===== src/rtl/if_prefetch_pkg.sv =====
// ---------------------------------------------------------------------------
// if_prefetch_pkg
// Shared pipeline definitions for the instruction-fetch prefetch block:
//   - RESET_PC_DEFAULT : first fetch address after reset
//   - NOP_INST         : instruction word presented when no entry is queued
//   - fetch_state_e    : fetch FSM state encodings
//   - word_align()     : forces an address onto a 32-bit word boundary
// ---------------------------------------------------------------------------
package if_prefetch_pkg;

  localparam logic [31:0] RESET_PC_DEFAULT = 32'h0000_0000;
  localparam logic [31:0] NOP_INST         = 32'h0000_0000;

  // FETCH: normal prefetching.
  // DROP : a read issued before a redirect is still in flight; its data
  //        must be thrown away when it finally returns.
  typedef enum logic {
    FETCH = 1'b0,
    DROP  = 1'b1
  } fetch_state_e;

  function automatic logic [31:0] word_align(input logic [31:0] addr);
    return addr & 32'hFFFF_FFFC;
  endfunction

endpackage


===== src/rtl/inst_fifo.sv =====
// ---------------------------------------------------------------------------
// inst_fifo
// Synchronous FIFO holding {pc, instruction} pairs, oldest first.
// Ports:
//   clk, reset       : clock, synchronous active-high reset
//   push, wdata      : write one entry (ignored when full)
//   pop              : consume head entry (ignored when empty)
//   flush            : discard all entries; wins over push/pop
//   rdata            : head entry (valid when !empty)
//   full, empty      : occupancy flags
//   count            : number of stored entries (0..DEPTH)
// ---------------------------------------------------------------------------
module inst_fifo #(
  parameter  int DEPTH = 4,
  parameter  int WIDTH = 64,
  localparam int AW    = $clog2(DEPTH),
  localparam int CW    = AW + 1
) (
  input  logic             clk,
  input  logic             reset,
  input  logic             push,
  input  logic             pop,
  input  logic             flush,
  input  logic [WIDTH-1:0] wdata,
  output logic [WIDTH-1:0] rdata,
  output logic             full,
  output logic             empty,
  output logic [CW-1:0]    count
);

  logic [AW-1:0]    wr_ptr_reg;
  logic [AW-1:0]    rd_ptr_reg;
  logic [CW-1:0]    count_reg;
  logic [WIDTH-1:0] entry_q [DEPTH];
  logic             do_push;
  logic             do_pop;

  assign full    = (count_reg == CW'(DEPTH));
  assign empty   = (count_reg == '0);
  assign count   = count_reg;
  assign do_push = push && !flush && !full;
  assign do_pop  = pop && !flush && !empty;

  // One register per entry; only the slot addressed by the write pointer loads.
  for (genvar gi = 0; gi < DEPTH; gi++) begin : g_entry
    logic [WIDTH-1:0] entry_reg;
    always_ff @(posedge clk) begin
      if (do_push && (wr_ptr_reg == AW'(gi))) begin
        entry_reg <= wdata;
      end
    end
    assign entry_q[gi] = entry_reg;
  end

  // Head is read straight from the entry registers: a push is visible on the
  // cycle after it is written, with no same-cycle bypass.
  assign rdata = entry_q[rd_ptr_reg];

  always_ff @(posedge clk) begin
    if (reset || flush) begin
      wr_ptr_reg <= '0;
      rd_ptr_reg <= '0;
      count_reg  <= '0;
    end else begin
      if (do_push) begin
        wr_ptr_reg <= wr_ptr_reg + AW'(1);
      end
      if (do_pop) begin
        rd_ptr_reg <= rd_ptr_reg + AW'(1);
      end
      case ({do_push, do_pop})
        2'b10:   count_reg <= count_reg + CW'(1);
        2'b01:   count_reg <= count_reg - CW'(1);
        default: count_reg <= count_reg;
      endcase
    end
  end

endmodule


===== src/rtl/if_prefetch.sv =====
// ---------------------------------------------------------------------------
// if_prefetch
// Instruction prefetch queue sitting in front of the IF/ID register. Fetches
// sequential words ahead of decode, at most one read outstanding, and throws
// away queued and in-flight instructions on a redirect.
// Ports:
//   clk, reset                 : clock, synchronous active-high reset
//   mem_req, mem_addr          : instruction read request / word address
//   mem_ack, mem_rdata         : read completion / instruction word
//   redirect_valid, redirect_pc: taken branch/jump and its target
//   keep                       : IF/ID stall, holds the head entry
//   inst_valid, inst_pc,
//   inst_pcp4, inst_data       : head entry (zeros / NOP when empty)
// ---------------------------------------------------------------------------
module if_prefetch #(
  parameter int          DEPTH    = 4,
  parameter logic [31:0] RESET_PC = if_prefetch_pkg::RESET_PC_DEFAULT
) (
  input  logic        clk,
  input  logic        reset,
  output logic        mem_req,
  output logic [31:0] mem_addr,
  input  logic        mem_ack,
  input  logic [31:0] mem_rdata,
  input  logic        redirect_valid,
  input  logic [31:0] redirect_pc,
  input  logic        keep,
  output logic        inst_valid,
  output logic [31:0] inst_pc,
  output logic [31:0] inst_pcp4,
  output logic [31:0] inst_data
);

  import if_prefetch_pkg::*;

  localparam int CW = $clog2(DEPTH) + 1;

  fetch_state_e state_reg, state_next;
  logic [31:0]  fetch_pc_reg, fetch_pc_next;
  logic [31:0]  drop_addr_reg, drop_addr_next;
  logic         run_reg;

  logic         fifo_push;
  logic         fifo_pop;
  logic         fifo_flush;
  logic [63:0]  fifo_rdata;
  logic         fifo_full;
  logic         fifo_empty;
  logic [CW-1:0] fifo_count;

  // run_reg keeps mem_req low for the reset cycle itself while the rest of the
  // request logic stays a pure function of registered state.
  assign mem_req  = run_reg && ((state_reg == DROP) || (fifo_count < CW'(DEPTH)));
  // While dropping, the abandoned read's address must stay on the bus even
  // though fetch_pc already points at the redirect target.
  assign mem_addr = (state_reg == DROP) ? drop_addr_reg : fetch_pc_reg;

  assign fifo_pop = !fifo_empty && !keep && !redirect_valid;

  always_comb begin
    state_next     = state_reg;
    fetch_pc_next  = fetch_pc_reg;
    drop_addr_next = drop_addr_reg;
    fifo_push      = 1'b0;
    fifo_flush     = 1'b0;
    case (state_reg)
      FETCH: begin
        if (redirect_valid) begin
          fifo_flush    = 1'b1;
          fetch_pc_next = word_align(redirect_pc);
          if (mem_req && !mem_ack) begin
            state_next     = DROP;
            drop_addr_next = fetch_pc_reg;
          end
        end else if (mem_req && mem_ack && !fifo_full) begin
          fifo_push     = 1'b1;
          fetch_pc_next = fetch_pc_reg + 32'd4;
        end
      end
      DROP: begin
        if (redirect_valid) begin
          fifo_flush    = 1'b1;
          fetch_pc_next = word_align(redirect_pc);
        end
        if (mem_ack) begin
          state_next = FETCH;
        end
      end
      default: state_next = FETCH;
    endcase
  end

  always_ff @(posedge clk) begin
    if (reset) begin
      state_reg     <= FETCH;
      fetch_pc_reg  <= word_align(RESET_PC);
      drop_addr_reg <= '0;
      run_reg       <= 1'b0;
    end else begin
      state_reg     <= state_next;
      fetch_pc_reg  <= fetch_pc_next;
      drop_addr_reg <= drop_addr_next;
      run_reg       <= 1'b1;
    end
  end

  inst_fifo #(
    .DEPTH (DEPTH),
    .WIDTH (64)
  ) u_inst_fifo (
    .clk   (clk),
    .reset (reset),
    .push  (fifo_push),
    .pop   (fifo_pop),
    .flush (fifo_flush),
    .wdata ({mem_addr, mem_rdata}),
    .rdata (fifo_rdata),
    .full  (fifo_full),
    .empty (fifo_empty),
    .count (fifo_count)
  );

  assign inst_valid = !fifo_empty;
  assign inst_pc    = fifo_empty ? 32'h0000_0000 : fifo_rdata[63:32];
  assign inst_pcp4  = fifo_empty ? 32'h0000_0000 : (fifo_rdata[63:32] + 32'd4);
  assign inst_data  = fifo_empty ? NOP_INST : fifo_rdata[31:0];

endmodule


===== config.mk =====
export PLATFORM = sky130hd
export DESIGN_NAME = if_prefetch
export DESIGN_NICKNAME = d
export VERILOG_FILES = /design/src/rtl/if_prefetch_pkg.sv /design/src/rtl/inst_fifo.sv /design/src/rtl/if_prefetch.sv
export SDC_FILE = /design/constraint.sdc
export NUM_CORES = 1
export LEC_CHECK = 0
export CAP_MARGIN = 40
export CORE_UTILIZATION = 35
export CTS_CLUSTER_DIAMETER = 120
export DETAILED_ROUTE_END_ITERATION = 8
export PLACE_DENSITY = 0.59
export REMOVE_ABC_BUFFERS = 1
export SETUP_SLACK_MARGIN = 0.05
export SLEW_MARGIN = 30
export SYNTH_ARGS = -nofsm -noshare
export SYNTH_HDL_FRONTEND = slang
export SYNTH_SLANG_ARGS = --single-unit

===== constraint.sdc =====
create_clock -name clk -period 5.1 [get_ports clk]
set_input_delay 0.765 -clock clk [delete_from_list [all_inputs] [get_ports clk]]
set_output_delay 0.765 -clock clk [all_outputs]
set_load 0.01 [all_outputs]

# == Word level (Yosys, flattened, before mapping) ==
# Cells that the tools add are included.
# W data, S select, Z words.
# op_classes
add_sub_neg,6
n_lt_le_gt_ge,2
eq_ne,8
n_mux,21
n_bitwise,2
reduce_logical,27
# op_table
op,count
$mux W32,7
$bmux W64 S2,1
$mux W64,2
$add A32 B3 Y32 const B,2
$pmux W32 S2,1
$logic_and A1 B1 Y1,14
$mux W1,8
$eq A2 B2 Y1 const B,3
$logic_not A1 Y1,6
$pmux W3 S2,1
$add A2 B1 Y2 const B,2
$eq A2 B1 Y1 const B,2
$add A3 B1 Y3 const B,1
$eq A3 B3 Y1 const B,1
$ge A3 B3 Y1 const B,1
$logic_not A3 Y1,1
$lt A3 B3 Y1 const B,1
$ne A3 B3 Y1 const B,1
$not A2 Y3,1
$reduce_and A3 Y1,1
$sub A3 B1 Y3 const B,1
$logic_not A2 Y1,1
$logic_or A1 B1 Y1,2
$ne A2 B2 Y1 const B,1
4 further kinds,4
# totals
regBits,329
out_inout_bits,130
word_cells,77

# == Logic depth before layout (Yosys ltp) ==
# Gate-level depths: netlist of run 1.
# logic_depth
depth_word,12
mapped_depth,10

# == By module ==
# From an unflattened synthesis of run 1, not the netlist that was laid out.
# unflattened
cells_unflattened,993
hier_area_um2,14302.5
# modules_own_cells
mod,instances,cells_each,area_each_um2
inst_fifo,1,389,9695.5
if_prefetch,1,604,4606.9

# == Worst setup path after synthesis of run 1 ==
# No wires, ideal clock.
# synth_timing
path_kind,input port to flip-flop
startpoint,input mem_ack
endpoint,"register u_inst_fifo.g_entry[0].entry_reg[0], enable pin"
setup_ns,0.427
arrival_time_ns,3.055
path_slack_ns,1.618
cell_stages,3
path_cell_list,nor4bb_1 clkbuf_1 and3_1
# synth_between
elab_chain_cells,8
# synth_rtl
element,line_no,source
from (decl),if_prefetch.sv:23,"input logic mem_ack,"
$logic_and A1 B1 Y1 (2 in a row),if_prefetch.sv:75,end else if (mem_req && mem_ack && !fifo_full) begin
$mux W1,if_prefetch.sv:75,
$mux W1,if_prefetch.sv:68,if (redirect_valid) begin
$mux W1,if_prefetch.sv:66,case (state_reg)
$logic_and A1 B1 Y1 (2 in a row),inst_fifo.sv:41,assign do_push = push && !flush && !full;
$logic_and A1 B1 Y1,inst_fifo.sv:48,if (do_push && (wr_ptr_reg == AW'(gi))) begin
to (signal assigned),inst_fifo.sv:49,entry_reg <= wdata;
to (decl),inst_fifo.sv:46,logic [WIDTH-1:0] entry_reg;
# No other way between the ends.
# A chain may end at the register's enable or synchronous reset.

# == Worst setup path in the final report of run 1 ==
# layout_timing
startpoint,register u_inst_fifo.rd_ptr_reg[0]
endpoint,output inst_pcp4[31]
# layout_between
elab_chain_cells,6
# layout_rtl
element,line_no,source
from (decl),inst_fifo.sv:32,logic [AW-1:0] rd_ptr_reg;
from (signal assigned),inst_fifo.sv:69,rd_ptr_reg <= rd_ptr_reg + AW'(1);
$not A2 Y3 (not written as such),inst_fifo.sv:57,assign rdata = entry_q[rd_ptr_reg];
$bmux W64 S2,inst_fifo.sv:57,
$mux W64 (not written as such) (2 in a row),inst_fifo.sv:57,
$add A32 B3 Y32,if_prefetch.sv:125,assign inst_pcp4 = fifo_empty ? 32'h0000_0000 : (fifo_rdata[63:32] + 32'd4);
$mux W32,if_prefetch.sv:125,
to (decl),if_prefetch.sv:30,"output logic [31:0] inst_pcp4,"
# No other way between the ends. The select of a mux whose other input is x is not followed.

==> out/qor.txt, run 1 <==
Worst r2r path cells: 8
EDFF count, synth: 248
Critical Path RT: 4.34 ns
Starting Density: 0.356
Hold Crit Endpoint: drop_addr_reg[29]$_SDFFE_PP0P_
Layout cells sized above 1: 0.153
Pleak: 5.71 nW
Clock share of power: 0.435
Num CTS Buffers: 37
Drt total wl: 32900 um
Reg clk slew, reported paths: 0.06 ns
Final Critical Period: 4.50 ns
Max frequency: 222 MHz
Clock skew: 0.00993 ns
Syn_area_per_cell: 14.0 um2
Post-CTS Setup Inserts: 0
Fin. max-slew vios: 0
Post-DP HPWL: 21700 um
First-pass DRT Iterations: 5
Hold Fails Final Rpt: 0
Sw power: 1.21 mW
Async SR Flop Fraction: 0
Die Y-Extent: 200 um
Vias in the first global route: 8559
Clock insertion delay at the later pin of the skew report: 0.51 ns
Filler Cells Inserted: 3486
Syn-to-layout area delta: 26.5%
Hold_sp: drop_addr_reg[29]$_SDFFE_PP0P_
Post-DR wirelength/cell: 19.2 um
Final ANT Viol Nets: 0
Comb pwr share: 0.064
Reg2reg setup slack: 2.21 ns
Antenna violations before repair: 0
Critical Path AT: 3.74 ns
Yosys warns: 0
Clock Sinks: 317
Post-synth top flop: edfxtp_1
Hold Buf Count CTS: 0
IO buf count: 190
Post-synthesis mux area share: 0.133
Clock Tree Root: clkbuf_16
Unrepaired setup endpoints after global routing: false
Starting DRT DRC Count: 506
Synth Register Bits: 317
XOR/XNOR share of the synthesized area: 0.0216
Sequential power share: 0.501
Most common cell after layout, fill and taps aside: edfxtp_1
Tot GR Track Use: 0.162
Outcome: completed
Type of origin of the critical path: flip-flop
Largest register FFs: 248
Cell count after synthesis: 982
Critical R2R Launch: state_reg$_SDFF_PP0_
Largest fanout on the critical path: 24
Max Cap Viol: 0
Adder-cell share of the synthesized area: 0.00780
Max clock buf depth: 3
Final instance area: 17400 um2
First-pass GRT wire length: 50600 um
Setup TNS: 0 ns
H-tree depth: 2
Net Sw Frac: 0.212
WHS Path Cells: 2
RR Endpoint: fetch_pc_reg[23]$_SDFFE_PP0P_
Top Ports: 199
Least-Margin Pin Slew: 0.848 ns
Die area: 40200 um2
Relative slew slack: 0.427
Via Count: 8660
Tightest Hold Check Type: reg -> reg
Gr ovfl total: 0
Pwr per Cell Area: 328 nW/um2
Gpl congestion: 0.751
Synth Area in Compound Gates: 0.0523
Die W: 200 um
PnR Total Power: 5.72 mW
Largest family of logic cells by synthesized area: multiplexers
Mapped cell area: 13800 um2
Endpoints failing setup: 0
Dpl cell area: 16300 um2
CTS resizes: 0
DRC Markers: 0
Crit path capture type: output port
TritonCTS clock tree: yes
Most frequent cells in the layout: edfxtp_1 (248), clkdlybuf4s50_1 (189), nand2_1 (98)
Fin nets: 1248
Pin count of the biggest net entering global routing: 63
Simple-gate share of the synthesized area: 0.118
Via density: 5.05
Seq/Total Area, Yosys: 0.640
Crit share post-route: 0.883
Row count: 72
Kind of critical path: reg -> out
Power Internal: 4.51 mW
Maximum vdd drop: 198 uV
Yosys cell types: 53
# diodes: 0
Core ar.: 38700 um2
==> cell type report <==
cell class | instances | area, um2 | share of cell area
multi-input cells | 590 | 4630 | 0.265
inverters | 11 | 41.3 | 0.00237
well taps | 518 | 648 | 0.0372
clock inverters | 19 | 144 | 0.00825
repair buffers | 214 | 2130 | 0.122
clock buffers | 47 | 1020 | 0.0582
flip-flops and latches | 317 | 8830 | 0.506
==> stage by stage <==
step,instances,hold slack [ns],setup WS (ns),utilization
CTS,1715,0.452,0.465,0.450
finish,1716,0.451,0.599,0.450
global route,1716,0.474,0.316,0.450
floorplan,918,0.427,-0.221,-
detailed placement,1649,0.443,1.01,0.420
global placement,1648,0.438,1.05,0.419
==> critical path, stage by stage, from the launching register on <==
cell	delay, ns
dfxtp_4	0.63
mux4_1	0.48
nand4_2	0.20
nor4_4	0.63
and3_1	0.31
nand3_1	0.13
mux2_4	0.31
clkdlybuf4s50_1	0.52
==> cells in the mapped netlist, drive strengths merged (3+ instances only) <==
| library cell | n | area share |
|---|---|---|
| xnor2 | 8 | 0.0051 |
| nor2 | 80 | 0.022 |
| a211oi | 11 | 0.0060 |
| edfxtp | 248 | 0.54 |
| dfxtp | 69 | 0.10 |
| a22oi | 6 | 0.0033 |
| o21ai | 18 | 0.0065 |
| nand3 | 29 | 0.013 |
| buf | 20 | 0.011 |
| o22ai | 3 | 0.0014 |
| inv | 11 | 0.0030 |
| mux2 | 34 | 0.028 |
| and3 | 13 | 0.0059 |
| and4 | 3 | 0.0019 |
| or3 | 5 | 0.0023 |
| a21o | 4 | 0.0022 |
| mux4 | 62 | 0.10 |
| a21oi | 54 | 0.020 |
| o31ai | 5 | 0.0027 |
| xor2 | 26 | 0.017 |
| a31oi | 6 | 0.0027 |
| clkbuf | 49 | 0.013 |
| ha | 7 | 0.0064 |
| nand2 | 99 | 0.027 |
| nor3 | 13 | 0.0064 |
| and2 | 64 | 0.029 |
| nand4 | 16 | 0.0077 |
==> worst max-delay path by stage <==
stage	from	to	slack [ns]	cells past startpoint
finish	u_inst_fifo.rd_ptr_reg[0]$_SDFFE_PP0P_	inst_pcp4[31]	0.60	7
global route	u_inst_fifo.rd_ptr_reg[0]$_SDFFE_PP0P_	inst_pcp4[31]	0.32	7
CTS	u_inst_fifo.rd_ptr_reg[0]$_SDFFE_PP0P_	inst_pcp4[31]	0.46	7
detailed placement	u_inst_fifo.rd_ptr_reg[0]$_SDFFE_PP0P_	inst_pcp4[31]	1.01	7
global placement	u_inst_fifo.rd_ptr_reg[0]$_SDFFE_PP0P_	inst_pcp4[30]	1.05	7
floorplan	u_inst_fifo.rd_ptr_reg[0]$_SDFFE_PP0P_	inst_pcp4[30]	-0.22	6
==> cells by family after synthesis <==
family | after synthesis
buf+inv | 80
compound gates | 119
mux | 96
xor+xnor | 34
fa+ha+maj | 8
other cells | 1
flops | 317
simple gates | 327
==> power groups by stage <==
| stage | Combinational, mW | Clock (mW) | Sequential (mW) |
|---|---|---|---|
| after floorplan | 0.167 | 0 | 2.91 |
| after global placement | 0.361 | 0 | 2.92 |
| after detailed placement | 0.368 | 0 | 2.92 |
| after CTS | 0.370 | 2.56 | 2.87 |
| after global routing | 0.398 | 2.65 | 2.87 |
| final | 0.364 | 2.49 | 2.87 |
==> per-layer routing <==
layer  share of wire  wire [um]  global-route usage
met5               0          0                   0
met1            0.47      15400               0.230
met4           0.011        368              0.0319
met2            0.47      15600               0.265
met3           0.049       1620              0.0260
Note: power is estimated with default switching activity, not from simulation.
==> inputs of run 2 (changes only) <==
--- a/config.mk
+++ b/config.mk
@@ -7,6 +7,7 @@
 export LEC_CHECK = 0
 export CAP_MARGIN = 40
 export CORE_UTILIZATION = 35
+export CTS_BUF_LIST = sky130_fd_sc_hd__clkbuf_4
 export CTS_CLUSTER_DIAMETER = 120
 export DETAILED_ROUTE_END_ITERATION = 8
 export PLACE_DENSITY = 0.59
==> run 2 against run 1 <==
Net effect:
- via count increased by 4.3%
- routed wire length rose by 1.8%
- worst setup slack worse by 0.19 ns
- largest cell class unchanged
- combinational power is essentially flat
- non-clock buffer count did not move
- cell count up 5.0%
- sequential power about the same
- sequential share of layout area up 0.12 points
- clock-buffer cell count grew 78
- flip-flop and latch count unchanged
==> out/qor.txt, run 2 (same netlist as run 1, synthesis figures left out) <==
Outcome: completed
H-tree depth: 3 (+1)
Max frequency: 213 MHz (-4.1%)
Non-Filler Instances: 1802 (+5.0%)
Pwr per Cell Area: 317 nW/um2 (-3.3%)
Gr ovfl total: 0 (unchanged)
Fin. max-slew vios: 0 (unchanged)
Num CTS Buffers: 85 (+130%)
Clock Sinks: 317 (unchanged)
Tightest Hold Check Type: reg -> reg
DP Worst Slack: 1.01 ns (unchanged)
Endpoints failing setup: 0 (unchanged)
Max clock buf depth: 3 (unchanged)
Type of origin of the critical path: flip-flop
Critical R2R Launch: state_reg$_SDFF_PP0_
Post-DR wirelength/cell: 18.6 um (-3.1%)
Clock skew: 0.0521 ns (+0.0422 ns)
Unrepaired setup endpoints after global routing: false
First-pass DRT Iterations: 4 (-1)
Crit path from: u_inst_fifo.rd_ptr_reg[0]$_SDFFE_PP0P_
Syn-to-layout area delta: 26.2%
Starting Density: 0.356 (unchanged)
Final Critical Period: 4.69 ns (+0.193 ns)
Starting DRT DRC Count: 576 (+14%)
Clock insertion delay at the later pin of the skew report: 0.74 ns (+0.23 ns)
Vias in the first global route: 9023 (+5.4%)
Final instance area: 17400 um2 (-0.23%)
Power Internal: 4.27 mW (-5.3%)
Most frequent cells in the layout: edfxtp_1 (248), clkdlybuf4s50_1 (189), clkbuf_4 (125)
First-pass GRT wire length: 51400 um (+1.5%)
Relative slew slack: 0.440 (+0.0132)
RR Endpoint: fetch_pc_reg[23]$_SDFFE_PP0P_
Reg2reg setup slack: 2.19 ns (-0.02 ns)
Post-CTS Setup Inserts: 0 (unchanged)
Crit path capture type: output port
Critical Path AT: 3.93 ns (+0.19 ns)
PnR Total Power: 5.52 mW (-3.5%)
Hold Buf Count CTS: 0 (unchanged)
Hold_sp: drop_addr_reg[25]$_SDFFE_PP0P_
Via density: 5.01 (-0.67%)
Worst hold margin: 0.452 ns (+0.000690 ns)
Final ANT Viol Nets: 0 (unchanged)
Maximum vdd drop: 136 uV (-31%)
Crit share post-route: 0.920 (+0.0378)
Setup TNS: 0 ns (unchanged)
Pin count of the biggest net entering global routing: 63 (unchanged)
Reg clk slew, reported paths: 0.06 ns (about the same)
Max Cap Viol: 0 (unchanged)
Sequential power share: 0.519 (+0.018)
Layout Utilization: 0.449 (-0.00103)
Core ar.: 38700 um2 (unchanged)
Largest register FFs: 248 (unchanged)
Worst r2r path cells: 8 (unchanged)
Clock share of power: 0.415 (-0.020)
TritonCTS clock tree: yes
Tot GR Track Use: 0.167 (+0.00455)
Die Y-Extent: 200 um (unchanged)
Placed cell count: 1649 (unchanged)
IO buf count: 190 (unchanged)
Clock Tree Root: clkbuf_4
Antenna violations before repair: 1 (+1)
Hold Crit Endpoint: drop_addr_reg[25]$_SDFFE_PP0P_
Hold Fails Final Rpt: 0 (unchanged)
WHS Path Cells: 2 (unchanged)
Drt total wl: 33500 um (+1.8%)
Net Sw Frac: 0.227 (+0.0146)
Die W: 200 um (unchanged)
Pleak: 5.80 nW (+1.5%)
DRC Markers: 0 (unchanged)
Top Ports: 199 (unchanged)
Least-Margin Pin Slew: 0.828 ns (-0.0195 ns)
CTS resizes: 0 (unchanged)
Via Count: 9033 (+4.3%)
Kind of critical path: reg -> out
Gpl congestion: 0.751 (unchanged)
Die area: 40200 um2 (unchanged)
Fin nets: 1296 (+3.8%)
Post-DP HPWL: 21700 um (unchanged)
Comb pwr share: 0.066 (+0.002)
Sw power: 1.25 mW (+3.2%)
Dpl cell area: 16300 um2 (unchanged)
Post-route worst setup slack: 0.406 ns (-0.193 ns)
Critical Path RT: 4.34 ns (about the same)
Largest fanout on the critical path: 24 (unchanged)
Row count: 72 (unchanged)
Most common cell after layout, fill and taps aside: edfxtp_1
Layout cells sized above 1: 0.204 (+0.0515)
-- run 2: worst max-delay path by stage --
stage	slack (ns)	cells after the start	end
after floorplan	-0.22	6	inst_pcp4[30]
after global placement	1.05	7	inst_pcp4[30]
after detailed placement	1.01	7	inst_pcp4[31]
after CTS	0.21	7	inst_pcp4[31]
after global routing	0.1	7	inst_pcp4[31]
final	0.41	7	inst_pcp4[31]
-- run 2: layout make-up --
cell class	count	area [um2]
Tap cell	518	648
Inverter	11	41.3
Antenna cell	1	2.50
Fill cell	3555	21300
Clock buffer	125	938
Clock inverter	26	179
Timing Repair Buffer	214	2130
Multi-Input combinational cell	590	4630
Sequential cell	317	8830
-- run 2: power groups by stage --
| stage | clock (mW) | sequential (mW) | combinational (mW) |
|---|---|---|---|
| floorplan | 0 | 2.91 | 0.167 |
| global placement | 0 | 2.92 | 0.361 |
| detailed placement | 0 | 2.92 | 0.368 |
| CTS | 2.38 | 2.87 | 0.370 |
| global route | 2.51 | 2.87 | 0.398 |
| finish | 2.29 | 2.87 | 0.364 |
-- run 2: critical path, cell delays in order, from the launching register on --
cell and delay, ns:
dfxtp_4 0.62, mux4_1 0.47, nand4_2 0.19, nor4_4 0.65
and3_1 0.31, nand3_1 0.13, mux2_4 0.31, clkdlybuf4s50_1 0.51
-- run 2: metal layers --
layer / GRT usage / part of all wire
met2: 0.265 / 0.47
met3: 0.0373 / 0.066
met5: 0 / 0
met4: 0.0562 / 0.016
met1: 0.226 / 0.45
